--- src/rtl/bnn_pkg.sv ---
// Shared BNN types and width helpers.
// Used by the XNOR/popcount engine and the layer controller.
package bnn_pkg;

    typedef enum logic {
        IDLE = 1'b0,
        RUN  = 1'b1
    } state_t;

    // Bits needed to hold a count from 0 to n inclusive.
    function automatic int cnt_w(input int n);
        return $clog2(n + 1);
    endfunction

    // Index width that never collapses to zero bits.
    function automatic int idx_w(input int n);
        return (n > 1) ? $clog2(n) : 1;
    endfunction

endpackage

--- src/rtl/xnor_popcount_chunk.sv ---
// Combinational XNOR + popcount of one CHUNK-bit slice.
// Agreement count between weights and activations.
module xnor_popcount_chunk
    import bnn_pkg::*;
#(
    parameter  int CHUNK = 64,
    localparam int CW    = cnt_w(CHUNK)
) (
    input  logic [CHUNK-1:0] w,
    input  logic [CHUNK-1:0] a,
    output logic [CW-1:0]    cnt
);

    logic [CHUNK-1:0] x;

    assign x = w ~^ a;

    // Count agreeing bit positions.
    always_comb begin
        cnt = '0;
        for (int i = 0; i < CHUNK; i++) begin
            cnt = cnt + CW'(x[i]);
        end
    end

endmodule

--- src/rtl/xnor_popcount_seq.sv ---
// Sequential BNN neuron engine: chunked XNOR-popcount + sign.
// Define XNOR_BIAS_EN for a per-row threshold input (thr_in).
module xnor_popcount_seq
    import bnn_pkg::*;
#(
    parameter  int WIDTH   = 512,
    parameter  int CHUNK   = 64,
    parameter  int NEURONS = 16,
    localparam int CNT_W   = cnt_w(WIDTH),
    localparam int IDX_W   = idx_w(NEURONS)
) (
    input  logic               clk,
    input  logic               rst,
    input  logic               start,
    input  logic [WIDTH-1:0]   act_in,
    output logic               busy,
    input  logic               w_valid,
    output logic               w_ready,
    input  logic [CHUNK-1:0]   w_data,
`ifdef XNOR_BIAS_EN
    input  logic [CNT_W-1:0]   thr_in,
`endif
    output logic               bit_valid,
    output logic               bit_out,
    output logic [IDX_W-1:0]   bit_idx,
    output logic [NEURONS-1:0] result,
    output logic               done
);

    localparam int BEATS = WIDTH / CHUNK;
    localparam int BW    = idx_w(BEATS);
    localparam int CW    = cnt_w(CHUNK);

    if (WIDTH % CHUNK != 0) begin : g_bad_cfg
        $error("WIDTH must be a multiple of CHUNK");
    end

    state_t             state;
    state_t             state_nx;
    logic [WIDTH-1:0]   act_q;
    logic [CNT_W-1:0]   acc;
    logic [BW-1:0]      beat;
    logic [IDX_W-1:0]   row;
    logic [CHUNK-1:0]   act_chunk;
    logic [CW-1:0]      cnt;
    logic [CNT_W-1:0]   sum;
    logic               fire;
    logic               last_beat;
    logic               last_row;
    logic               start_ok;
    logic               act_bit;

    assign busy      = (state == RUN);
    assign w_ready   = busy;
    assign fire      = w_valid & w_ready;
    assign start_ok  = start & (state == IDLE);
    assign last_beat = (beat == BW'(BEATS - 1));
    assign last_row  = (row == IDX_W'(NEURONS - 1));
    assign act_chunk = act_q[int'(beat) * CHUNK +: CHUNK];
    assign sum       = acc + CNT_W'(cnt);

    xnor_popcount_chunk #(
        .CHUNK(CHUNK)
    ) u_chunk (
        .w  (w_data),
        .a  (act_chunk),
        .cnt(cnt)
    );

`ifdef XNOR_BIAS_EN
    logic [CNT_W-1:0] thr_q;
    logic [CNT_W-1:0] thr_cur;

    // A single-beat row must see the live threshold, not the stale one.
    assign thr_cur = (beat == '0) ? thr_in : thr_q;
    assign act_bit = (sum >= thr_cur);

    // Capture the row threshold on its first beat.
    always_ff @(posedge clk) begin
        if (rst) begin
            thr_q <= '0;
        end else if (fire && beat == '0) begin
            thr_q <= thr_in;
        end
    end
`else
    logic [CNT_W:0] sum2;

    assign sum2    = {sum, 1'b0};
    assign act_bit = (sum2 >= (CNT_W + 1)'(WIDTH));
`endif

    // State register.
    always_ff @(posedge clk) begin
        if (rst) begin
            state <= IDLE;
        end else begin
            state <= state_nx;
        end
    end

    // Next state: leave RUN on the last beat of the last row.
    always_comb begin
        state_nx = state;
        case (state)
            IDLE:    if (start) state_nx = RUN;
            RUN:     if (fire && last_beat && last_row) state_nx = IDLE;
            default: state_nx = IDLE;
        endcase
    end

    // Datapath: act latch, accumulator, counters and outputs.
    always_ff @(posedge clk) begin
        if (rst) begin
            act_q     <= '0;
            acc       <= '0;
            beat      <= '0;
            row       <= '0;
            result    <= '0;
            bit_valid <= 1'b0;
            bit_out   <= 1'b0;
            bit_idx   <= '0;
            done      <= 1'b0;
        end else begin
            bit_valid <= 1'b0;
            done      <= 1'b0;
            if (start_ok) begin
                act_q  <= act_in;
                acc    <= '0;
                beat   <= '0;
                row    <= '0;
                result <= '0;
            end else if (fire) begin
                if (last_beat) begin
                    acc         <= '0;
                    beat        <= '0;
                    row         <= last_row ? '0 : row + IDX_W'(1);
                    bit_valid   <= 1'b1;
                    bit_out     <= act_bit;
                    bit_idx     <= row;
                    result[row] <= act_bit;
                    done        <= last_row;
                end else begin
                    acc  <= sum;
                    beat <= beat + BW'(1);
                end
            end
        end
    end

endmodule
--- config.mk ---
export PLATFORM = sky130hd
export DESIGN_NAME = xnor_popcount_seq
export DESIGN_NICKNAME = d
export VERILOG_FILES = /design/src/rtl/bnn_pkg.sv /design/src/rtl/xnor_popcount_chunk.sv /design/src/rtl/xnor_popcount_seq.sv
export SDC_FILE = /design/constraint.sdc
export NUM_CORES = 1
export LEC_CHECK = 0
export BUFFER_PORTS_ARGS = -buffer_cell sky130_fd_sc_hd__buf_2
export CORE_UTILIZATION = 30
export DETAILED_ROUTE_END_ITERATION = 10
export GPL_TIMING_DRIVEN = 0
export PLACE_DENSITY = 0.57
export SYNTH_ARGS = -nofsm -noshare
export SYNTH_HDL_FRONTEND = slang
export SYNTH_SLANG_ARGS = --single-unit
export TNS_END_PERCENT = 100
--- constraint.sdc ---
create_clock -name clk -period 12.6 [get_ports clk]
set_clock_uncertainty 0.1 [all_clocks]
set_input_delay 0.63 -clock clk [delete_from_list [all_inputs] [get_ports clk]]
set_output_delay 0.63 -clock clk [all_outputs]
set_load 0.02 [all_outputs]
# Word-level counts from Yosys, hierarchy flattened
# Cells that the tools add are included.
totals:
  regBits: 553
  latchBits: 0
  mem_bits_rw: 0
  romBits: 0
  inputBits: 580
  memories: 0
op_classes:
  n_addsub: 66
  n_mul: 0
  div_mod_pow: 0
  magnitude_cmp: 3
  eq_ne: 2
  n_shift: 1
  muxes: 10
  bitwise_logic: 7
  n_reduce_logical: 8
op_table:
  columns: ["cell", "count"]
  rows:
  - ["512-bit by 10-bit variable part select with 64-bit output", 1]
  - ["7-bit by 1-bit adder with 7-bit output", 62]
  - ["64-bit bitwise XNOR", 1]
  - ["16-bit bitwise mux", 1]
  - ["11-bit by 10-bit greater-or-equal comparator with 1-bit output, second input constant", 1]
  - ["10-bit by 7-bit adder with 10-bit output", 1]
  - ["10-bit 2-to-1 mux", 1]
  - ["4-bit by 5-bit < comparator with 1-bit output, second input constant", 1]
  - ["4-bit by 1-bit adder with 4-bit output, second input constant", 1]
  - ["1-bit demux with 4-bit select", 1]
  - ["4-bit == test, second input constant", 1]
  - ["4-bit by 1-bit greater-or-equal comparator with 1-bit output, second input constant", 1]
  - ["1-bit 2-to-1 mux", 4]
  - ["4-bit 2-to-1 mux", 1]
  - ["1-bit inverter", 4]
  - ["4-bit OR reduction", 1]
  - ["3-bit by 1-bit adder with 3-bit output, second input constant", 1]
  - ["3-bit == test, second input constant", 1]
  - ["1-bit logical AND", 3]
  - ["3-bit 2-to-1 mux", 1]
  - ["3-bit AND reduction", 1]
  - ["3-bit OR reduction", 1]
  - ["1-bit by 1-bit adder with 2-bit output", 1]
  - ["1-bit AND", 2]
  - ["other kinds (3)", 3]

# Longest topological paths before layout
logic_depth:
  word_depth: 68
  depth_mapped: 32

# Hierarchy
# From an unflattened synthesis, not the netlist that was laid out.
unflattened:
  cells_unflattened: 2897
  hier_area_um2: 25265.5
modules_own_cells:
  columns: ["module", "n_inst", "cells_each", "area_per_inst_um2"]
  rows:
  - ["xnor_popcount_seq", 1, 2683, 23064.6]
  - ["xnor_popcount_chunk", 1, 214, 2200.9]

# Worst setup path before layout
# Ideal clock, no wire load.
synth_path:
  kind: "reg-to-reg"
  from: "register beat[0]"
  to: "register result[10]"
  setup_ns: 0.122
  arrival_time_ns: 8.768
  required_time_ns: 12.378
  path_slack_ns: 3.611
  path_stages_with_launch: 30
  path_buffers: 4
  period_less_slack_ns: 8.989
  cell_sequence: "dfxtp_1 -> clkbuf_1 -> buf_2 -> buf_4 -> mux4_2 -> mux2i_1 -> xor2_1 -> ha_1 -> fa_1 -> fa_1 -> fa_1 -> fa_1 -> fa_1 -> fa_1 -> inv_1 -> fa_1 -> fa_1 -> fa_1 -> fa_1 -> nor2b_1 -> o21ai_0 -> nand2b_1 -> xor2_1 -> ha_1 -> and3_1 -> a211oi_4 -> a21oi_1 -> nor4b_4 -> buf_6 -> a21oi_2"
synth_between:
  elab_chain_cells: 68
synth_rtl:
  columns: ["element", "line", "rtl"]
  rows:
  - ["start, declared", "xnor_popcount_seq.sv:42", "logic [BW-1:0] beat;"]
  - ["start signal, assigned", "xnor_popcount_seq.sv:145", "beat <= beat + BW'(1);"]
  - ["512-bit by 10-bit variable part select with 64-bit output", "xnor_popcount_seq.sv:59", "assign act_chunk = act_q[int'(beat) * CHUNK +: CHUNK];"]
  - ["64-bit bitwise XNOR", "xnor_popcount_chunk.sv:16", "assign x = w ~^ a;"]
  - ["1-bit by 1-bit adder with 2-bit output", "xnor_popcount_chunk.sv:22", "cnt = cnt + CW'(x[i]);"]
  - ["7-bit by 1-bit adder with 7-bit output (62 in series)", "xnor_popcount_chunk.sv:22", null]
  - ["10-bit by 7-bit adder with 10-bit output", "xnor_popcount_seq.sv:60", "assign sum = acc + CNT_W'(cnt);"]
  - ["11-bit by 10-bit greater-or-equal comparator with 1-bit output", "xnor_popcount_seq.sv:90", "assign act_bit = (sum2 >= (CNT_W + 1)'(WIDTH));"]
  - ["16-bit bitwise mux", "xnor_popcount_seq.sv:141", "result[row] <= act_bit;"]
  - ["end signal, assigned by index", "xnor_popcount_seq.sv:141", null]
  - ["end, declared", "xnor_popcount_seq.sv:26", "output logic [NEURONS-1:0] result,"]
# Parallel ways exist; a longest one is shown, timed or not.
# A chain may end at the register's enable or synchronous reset.

# Worst setup path after layout
layout_path:
  from: "register beat[1]"
  to: "register result[5]"
# Same word-level chain as after synthesis.

==> flow_summary_export.csv <==
group,metric,value,unit
routing,routed_via_density,5.04,
synthesis,syn_area_per_cell,8.74,µm²
sta,period_needed,10950,ps
synthesis,synthDistinctLibCells,49,
status,outcome,"completed",
synthesis,synth_xor_area_share,2.43,%
synthesis,synthTopCellsByCount,"nand2_1 (1050), dfxtp_1 (553), a21oi_1 (546), clkbuf_1 (141), mux4_2 (128)",
routing,drt_iter0_drc,1767,
clocking,cts.sinks,553,
floorplan,num_io_pins,605,
final_layout,layout-drive-gt1-share,25.5,%
worst_setup_path,cp.depth,31,
worst_setup_path,critPathMaxStageDelay,1100,ps
worst_setup_path,startpoint_type,"flip-flop",
worst_setup_path,path_class,"flip-flop to flip-flop",
sta,fmax,91.4,MHz
synthesis,ys_seq_area_share,43.8,%
synthesis,synth.cell_area,25300,µm²
sta,rsz0062_at_grt,"false",
routing,drtPass1Iterations,5,
worst_setup_path,cpMaxStageDelayCell,"clkbuf_1",
final_layout,nFillCells,8771,
placed_design,place.gp.congestion,0.887,
synthesis,synth.most_common_cell,"nand2_1",
synthesis,synthesis.instances,2893,
synthesis,ys_warn_count,0,
global_route,antenna_found_initial,32,
routing,drcViolationCount,0,
synthesis,synthArstFlopShare,0,%
routing,post_drt_wl_per_cell,25.0,µm
final_layout,nNetsFinal,4224,
clocking,cts_resized,0,
worst_setup_path,r2r_slack,1650,ps
routing,vias,23700,
sta,finalSetupViolations,0,
synthesis,synth_simple_gate_area_share,17.2,%
clocking,ctsHoldBuffers,0,
floorplan,die_w,292,µm
worst_hold_path,hold_path_depth,3,
worst_setup_path,critPathTopFamily,"adder cells",
power_and_ir_drop,peakVddDrop,0.00137,V
global_route,grt-ovfl-total,0,
global_route,grt_pass1_wl,164000,µm
floorplan,die-area,85400,µm²
worst_setup_path,crit_top_cell,"fa_1",
synthesis,syn_nets,3558,
worst_setup_path,path_max_fanout,10,
clocking,cts_made_buffers,61,
synthesis,synth_top_family_by_area,"simple AND/OR/NAND/NOR gates",
floorplan,rows,106,
clocking,tritoncts,"built",
worst_hold_path,hp-class,"primary input to flip-flop",
worst_setup_path,reg2regPathDepth,31,
power_and_ir_drop,p_leak,12.6,nW
placed_design,post-place-ws,1780,ps
synthesis,ys_ff_latch,553,
synthesis,synth_top_area_share,43.8,%
power_and_ir_drop,total_power,10.2,mW
worst_setup_path,arrival,11350,ps
worst_setup_path,critPathCaptureType,"flip-flop",
clocking,worstSkewPairLatency,640,ps
global_route,grt_pass1_vias,23300,
synthesis,synth-main-ff-cell,"dfxtp_1",
synthesis,synth_area_leaders,"dfxtp_1 (44%), nand2_1 (16%), mux4_2 (11%), a21oi_1 (11%), fa_1 (4.4%)",
floorplan,coreArea,83600,µm²
routing,ant_nets,0,
synthesis,muxShareOfSynthArea,13.9,%
sta,finalHoldViolCount,0,
floorplan,initial_core_util,30.3,%
routing,wirelength,118000,µm
synthesis,synth_compound_area_share,12.3,%
synthesis,synth_fa_ha_area_share,5.84,%
power_and_ir_drop,powerDensity,322,nW/µm²
floorplan,dieHeight,292,µm
clocking,clockBufferDepth,3,
synthesis,synth_top_cell_by_area,"dfxtp_1",
sta,setup_ws,1650,ps
clocking,htree_levels,2,
worst_setup_path,cp.required,13010,ps
sta,relSlewSlack,3.01,%
placed_design,port_buffers,603,
global_route,grt_max_degree,16,
clocking,clockRootBuffer,"clkbuf_16",
global_route,grt_usage,27.1,%
clocking,clkSlewWorstSetupHoldPaths,60,ps
sta,final.setup.tns,0,ps
clocking,postCtsSetupRepairBufs,0,
final_layout,area_delta_synth_final,25.7,%
sta,fin_crit_sh,86.9,%
sta,final-max-slew-violation-count,0,
placed_design,dp_hpwl,93800,µm
sta,tightest_slew,1450,ps
job,max_cap_violations,0,
worst_setup_path,worst-path-buf-inv,7,
synthesis,synth-edff-count,0,
kinds of logic after synthesis:
| logic type | count (synthesis) |
|---|---|
| fa+ha+maj | 85 |
| xor+xnor | 70 |
| flops | 553 |
| simple gates | 1121 |
| compound gates | 599 |
| buf+inv | 273 |
| mux | 192 |
per-layer routing:
layer	GRT usage (%)	part of all wire (%)
met1	34.8	42
met5	0	0.18
met3	4.52	6.8
met2	45.4	47
met4	10.5	4.3
flip-flops by register name, indices dropped and copies added (netlist names):
register,flops
act_q,512
result,16
acc,10
bit_idx,4
row,4
beat,3
bit_out,1
bit_valid,1
busy,1
done,1
worst paths after layout:
kind / from / to
hold reg to reg: act_q[483] / act_q[483]
setup reg to reg: beat[1] / result[5]
hold / removal: act_in[318] / act_q[318]
setup / recovery: beat[1] / result[5]
through the flow:
stage / instance area (µm²) / std cells / hold slack [ps] / util, %
5_1_grt: 31700 / 4690 / 106 / 38.0
4_1_cts: 31700 / 4685 / 83.8 / 38.0
2_1_floorplan: 25300 / 2893 / 333 / -
6_report: 31800 / 4704 / 128 / 38.0
3_5_place_dp: 29600 / 4576 / 345 / 35.5
3_3_place_gp: 29600 / 4576 / 339 / 35.5
placed cells by master, fill, tap and decap left out, types with 24 or more instances in the layout:
master / instances
dfxtp_1: 553
a21oi_1: 546
mux2i_1: 64
inv_1: 54
nor2_1: 27
ha_1: 30
mux4_2: 128
clkbuf_16: 62
o21ai_0: 24
xnor2_1: 33
nand2_1: 1050
buf_2: 667
xor2_1: 37
clkbuf_1: 148
fa_1: 55
layout make-up:
type	count	area (µm²)	area share (%)
multi-input cells	2067	13100	41.1
flip-flops and latches	553	11100	34.8
repair buffers	603	3020	9.50
clock buffers	85	1780	5.59
well taps	1080	1350	4.25
plain buffers	219	935	2.94
clock inverters	24	307	0.965
inverters	54	203	0.638
diodes	19	47.5	0.150
power by group:
| group | leakage, nW | total (mW) | switching (mW) | internal (mW) |
|---|---|---|---|---|
| Sequential | 4.54 | 1.91 | 0.0545 | 1.86 |
| Clock | 1.02 | 1.86 | 0.761 | 1.10 |
| Combinational | 7.05 | 6.47 | 3.71 | 2.76 |
| Total | 12.6 | 10.2 | 4.52 | 5.72 |
worst reg2reg max path, delay by kind of cell (launching register included):
kind	cells	cell delay, ps
adder cells (fa/ha/maj)	11	5530
buffers and inverters	7	2000
AO/OA/AOI/OAI	7	1180
multiplexers	2	770
AND/OR/NAND/NOR	3	720
flip-flops	1	420
XOR/XNOR	1	120
(Power assumes the default switching activity.)
